File: config.mk
export PLATFORM = sky130hd
export DESIGN_NAME = capture_trigger
export DESIGN_NICKNAME = d
export VERILOG_FILES = /design/src/rtl/capture_trigger_pkg.sv /design/src/rtl/capture_trigger_trig_match.sv /design/src/rtl/capture_trigger.sv
export SDC_FILE = /design/constraint.sdc
export NUM_CORES = 1
export LEC_CHECK = 0
export ABC_AREA = 1
export CORE_AREA = 8 8 117 119
export CTS_BUF_LIST = sky130_fd_sc_hd__clkbuf_8
export DETAILED_ROUTE_END_ITERATION = 16
export DIE_AREA = 0 0 125 127
export PLACE_DENSITY_LB_ADDON = 0.25
export SKIP_CTS_REPAIR_TIMING = 1
export SYNTH_ARGS = -nofsm -noshare
export SYNTH_HDL_FRONTEND = slang
export SYNTH_SLANG_ARGS = --single-unit
File: constraint.sdc
create_clock -name clk -period 3.03 [get_ports clk]
set_input_delay 0.606 -clock clk [delete_from_list [all_inputs] [get_ports clk]]
set_output_delay 0.606 -clock clk [all_outputs]
set_load 0.05 [all_outputs]
File: src/rtl/capture_trigger_pkg.sv
// Shared definitions for the logic analyzer capture path: state encodings and sample width.
// The readout and control blocks import the same encodings.
package capture_trigger_pkg;

  localparam int LA_SAMPLE_W = 32;

  typedef enum logic [1:0] {
    ST_IDLE  = 2'd0,
    ST_ARMED = 2'd1,
    ST_POST  = 2'd2,
    ST_DONE  = 2'd3
  } cap_state_e;

endpackage

File: src/rtl/capture_trigger_trig_match.sv
// Masked pattern comparator: a mask bit of 1 means the bit is compared, 0 means don't care.
module capture_trigger_trig_match #(
  parameter int WIDTH = 32
) (
  input  logic [WIDTH-1:0] sample,
  input  logic [WIDTH-1:0] value,
  input  logic [WIDTH-1:0] mask,
  output logic             match
);

  assign match = (((sample ^ value) & mask) == '0);

endmodule

File: src/rtl/capture_trigger.sv
// Circular-buffer capture FSM: writes samples to an external RAM, triggers, then stores post-trigger samples.
// Optional edge-qualified trigger when CAPTURE_TRIG_EDGE_EN is defined (adds the trig_edge input).
module capture_trigger
  import capture_trigger_pkg::*;
#(
  parameter  int WIDTH  = LA_SAMPLE_W,
  parameter  int DEPTH  = 1024,
  localparam int ADDR_W = $clog2(DEPTH)
) (
  input  logic              clk,
  input  logic              rst,
  input  logic [WIDTH-1:0]  sample_in,
  input  logic              sample_en,
  input  logic              arm,
  input  logic              force_trig,
  input  logic [WIDTH-1:0]  trig_value,
  input  logic [WIDTH-1:0]  trig_mask,
`ifdef CAPTURE_TRIG_EDGE_EN
  input  logic              trig_edge,
`endif
  input  logic [ADDR_W-1:0] post_trig,
  output logic              wr_en,
  output logic [ADDR_W-1:0] wr_addr,
  output logic [WIDTH-1:0]  wr_data,
  output logic [ADDR_W-1:0] trig_addr,
  output logic              wrapped,
  output logic              busy,
  output logic              done
);

  cap_state_e        state_q, state_d;
  logic [WIDTH-1:0]  trig_value_q, trig_mask_q;
  logic [ADDR_W-1:0] post_trig_q;
  logic [ADDR_W-1:0] ptr_q;
  logic [ADDR_W-1:0] cnt_q;
  logic              match;
  logic              qualified;
  logic              do_write;
  logic              hit;

  capture_trigger_trig_match #(.WIDTH(WIDTH)) u_match (
    .sample (sample_in),
    .value  (trig_value_q),
    .mask   (trig_mask_q),
    .match  (match)
  );

`ifdef CAPTURE_TRIG_EDGE_EN
  logic trig_edge_q;
  logic prev_match_q;
  assign qualified = match & (~trig_edge_q | ~prev_match_q);
`else
  assign qualified = match;
`endif

  always_ff @(posedge clk) begin
    if (rst) state_q <= ST_IDLE;
    else     state_q <= state_d;
  end

  // arm takes priority over everything in the same cycle, so no sample is written on an arm cycle
  always_comb begin
    state_d  = state_q;
    do_write = 1'b0;
    hit      = 1'b0;
    if (arm) begin
      state_d = ST_ARMED;
    end else begin
      case (state_q)
        ST_ARMED: begin
          if (sample_en) begin
            do_write = 1'b1;
            if (qualified | force_trig) begin
              hit     = 1'b1;
              state_d = (post_trig_q == '0) ? ST_DONE : ST_POST;
            end
          end
        end
        ST_POST: begin
          if (sample_en) begin
            do_write = 1'b1;
            if (cnt_q == ADDR_W'(1)) state_d = ST_DONE;
          end
        end
        default: ;
      endcase
    end
  end

  always_ff @(posedge clk) begin
    if (rst) begin
      trig_value_q <= '0;
      trig_mask_q  <= '0;
      post_trig_q  <= '0;
      ptr_q        <= '0;
      cnt_q        <= '0;
      wr_en        <= 1'b0;
      wr_addr      <= '0;
      wr_data      <= '0;
      trig_addr    <= '0;
      wrapped      <= 1'b0;
`ifdef CAPTURE_TRIG_EDGE_EN
      trig_edge_q  <= 1'b0;
      prev_match_q <= 1'b0;
`endif
    end else if (arm) begin
      trig_value_q <= trig_value;
      trig_mask_q  <= trig_mask;
      post_trig_q  <= post_trig;
      ptr_q        <= '0;
      cnt_q        <= '0;
      wr_en        <= 1'b0;
      wr_addr      <= '0;
      wrapped      <= 1'b0;
`ifdef CAPTURE_TRIG_EDGE_EN
      // Start as if the previous sample matched, so the first armed sample cannot form an edge.
      trig_edge_q  <= trig_edge;
      prev_match_q <= 1'b1;
`endif
    end else begin
      wr_en <= do_write;
      if (do_write) begin
        wr_data <= sample_in;
        wr_addr <= ptr_q;
        ptr_q   <= ptr_q + 1'b1;
        if (ptr_q == '1) wrapped <= 1'b1;
`ifdef CAPTURE_TRIG_EDGE_EN
        prev_match_q <= match;
`endif
      end
      if (hit) begin
        trig_addr <= ptr_q;
        cnt_q     <= post_trig_q;
      end else if ((state_q == ST_POST) && do_write) begin
        cnt_q <= cnt_q - 1'b1;
      end
    end
  end

  assign busy = (state_q == ST_ARMED) || (state_q == ST_POST);
  assign done = (state_q == ST_DONE);

endmodule
==> flow_metrics.tcl <==
set metrics [dict create \
    status "completed" \
    cp-start-kind "flip-flop" \
    dr.first_iter.drc_count 453 \
    dp_slack_ps 361 \
    hold_end "trig_value_q[8]" \
    start_util 0.528 \
    cp_max_fo 3 \
    die_w_um 125 \
    yosysWarnings 0 \
    cts_sinks 150 \
    endpoint_kind "output port" \
    grt_usage 0.222 \
    cts_max_level 4 \
    vias 5961 \
    crit_required_ps 2420 \
    fin_skew_ps 11.6 \
    cp_cell_sequence "inv_1, ha_1, inv_1, clkdlybuf4s50_1" \
    path_common_cell "inv_1" \
    drv_slew 0 \
    worst-setup-path-type "reg -> out" \
    reg2reg_slack_ps 810 \
    numCtsBuffers 17 \
    grt-ovfl-total 0 \
    crit_family "buffers and inverters" \
    synth-seq-area-share 0.481 \
    drc 0 \
    reg2reg_depth 11 \
    cts.path.max_buffers 2 \
    viasPerCell 5.07 \
    hold_path.class "reg -> reg" \
    synth_edf_count 0 \
    synthFlopType "dfxtp_1" \
    drt-total-wl_um 17400 \
    crit_buf_inv 3 \
    drv_cap 0 \
    nets 1133 \
    worstHoldPathCells 2 \
    fin_crit_sh 0.878 \
    synth_area_um2 6240 \
    antenna_cells 0 \
    grt_start_max_net_pins 86 \
    arrival_ps 2050 \
    finalSetupTns_ps 0 \
    crit_path_top_delay_cell "clkdlybuf4s50_1" \
    area_delta_synth_final_pct 34.6 \
    cts_root_buf "clkbuf_8" \
    total_leakage_power_nw 3.54 \
    antenna_found_initial 0 \
    cp_slowest_stage_delay_ps 810 \
    dieHeight_um 127 \
    antenna_left 0 \
    hold_path_startpoint "trig_value_q[8]" \
    fmax_ghz 0.376 \
    period_needed_ps 2660 \
    rr_startpoint "state_q[0]" \
    dieArea_um2 15900 \
    cts_tree "done" \
    synth.avg_cell_area_um2 7.24 \
    syn-instance-count 862 \
    first_pass_iters 5 \
    first_global_vias 5797 \
    gp_congestion 0.834 \
    core.rowCount 40 \
    ios 167 \
    max_slew.worst_pin.slew_ps 791 \
    ys_async_sr_fraction 0 \
    rsz0062_at_grt "false" \
    timing.slew.headroom 0.473 \
    final_layout_size_suffix_gt1_frac 0.0534 \
    finalSetupViolCount 0 \
    routedWlPerCell_um 14.8 \
    syn_nets 979 \
    fin_ws_ps 369 \
    r2r-end "ptr_q[9]" \
    coreArea_um2 11800 \
    grt_pass1_wl_um 28500 \
    finalHoldViolCount 0 \
    worstSkewPairLatency_ps 440 \
    synth_cell_types 33 \
    port-buffer-count 166 \
    powerDensity_nw_per_um2 508 \
    ir_drop_uv 498 \
    hpwl_um 12600 \
    ys_ff_latch 150 \
    cts.clk_slew.worst_paths_ps 70 \
]
[routing by layer]
layer	global-route usage	wire length (um)	part of all wire
met1	0.256	7370	0.42
met2	0.373	8400	0.48
met3	0.0815	1250	0.072
met4	0.0809	393	0.023
met5	0	0	0
[synthesized netlist by cell type (2+ instances only)]
master | n | area share
buf_1 | 2 | 0.0012
a21oi_1 | 102 | 0.082
nor2_1 | 120 | 0.072
nor3_1 | 10 | 0.0080
nand3_1 | 40 | 0.032
inv_2 | 2 | 0.0012
o21ai_0 | 118 | 0.095
clkbuf_1 | 38 | 0.023
nand2_1 | 128 | 0.077
nand2_2 | 2 | 0.0020
xor2_1 | 9 | 0.013
o21ai_2 | 3 | 0.0042
ha_1 | 6 | 0.012
inv_1 | 100 | 0.060
nand4_1 | 3 | 0.0030
dfxtp_1 | 150 | 0.48
or2_1 | 3 | 0.0030
o21ai_1 | 10 | 0.0080
buf_6 | 2 | 0.0036
[sequential cells by signal (all words and copies together), names as in the netlist]
signal        flops
state_q           2
trig_addr        10
wrapped           1
wr_data          32
ptr_q            10
cnt_q            10
wr_addr          10
trig_mask_q      32
trig_value_q     32
wr_en             1
post_trig_q      10
[logic make-up (layout without fill, tap and decap cells)]
family	after synthesis	count (layout)	synth area share
compound gates	237	237	0.194
xor+xnor	10	10	0.0140
fa+ha+maj	6	6	0.0120
buf+inv	148	315	0.0942
flops	150	150	0.481
simple gates	311	311	0.205
[cell usage in the layout, fill, tap and decap left out, types with 6 or more instances in the layout]
cell type        instances
nor2_1                 120
a21oi_1                102
inv_1                  103
o21ai_0                118
xor2_1                   9
clkdlybuf4s50_1        166
clkbuf_8                17
clkinv_2                 8
o21ai_1                 10
nor3_1                  10
nand3_1                 40
ha_1                     6
nand2_1                128
buf_4                   11
dfxtp_1                150
[worst max path at each step]
stage                          end  slack (ps)  cells past startpoint         start
after floorplan           ptr_q[9]         850                     11    state_q[0]
after global placement    cnt_q[4]         420                     14  sample_in[2]
after detailed placement  cnt_q[1]         360                     15  sample_in[1]
after CTS                     busy         350                      4    state_q[0]
after global routing          busy         280                      4    state_q[0]
final                         busy         370                      4    state_q[0]
[tightest hold or removal path, cell delays in order, from the launching register on]
cell	delay, ps
dfxtp_1	310
inv_1	60
a21oi_1	60
[report_power, final]
group / total, mW / leakage (nW) / internal, mW / switching, mW
clock: 1.51 / 0.213 / 0.791 / 0.719
sequential: 2.12 / 1.23 / 2.07 / 0.0491
combinational: 0.638 / 2.10 / 0.280 / 0.357
[stage by stage]
stage	total power, mW	cells	hold slack, ps	util	cell area [um^2]
after floorplan	2.51	862	444	-	6240
after global placement	2.79	1144	451	0.679	8020
after detailed placement	2.80	1144	458	0.679	8020
after CTS	4.30	1176	470	0.711	8400
after global routing	4.45	1176	490	0.711	8400
final	4.27	1176	471	0.711	8400
[cell type report]
cell class	instances	area [um^2]
clock inverters	15	148
clock buffers	17	234
flip-flops and latches	150	3000
repair buffers	179	1780
multi-input cells	564	2650
inverters	104	397
well taps	147	184
fillers	984	3410
No activity file was read; power rests on OpenSTA's default activity.
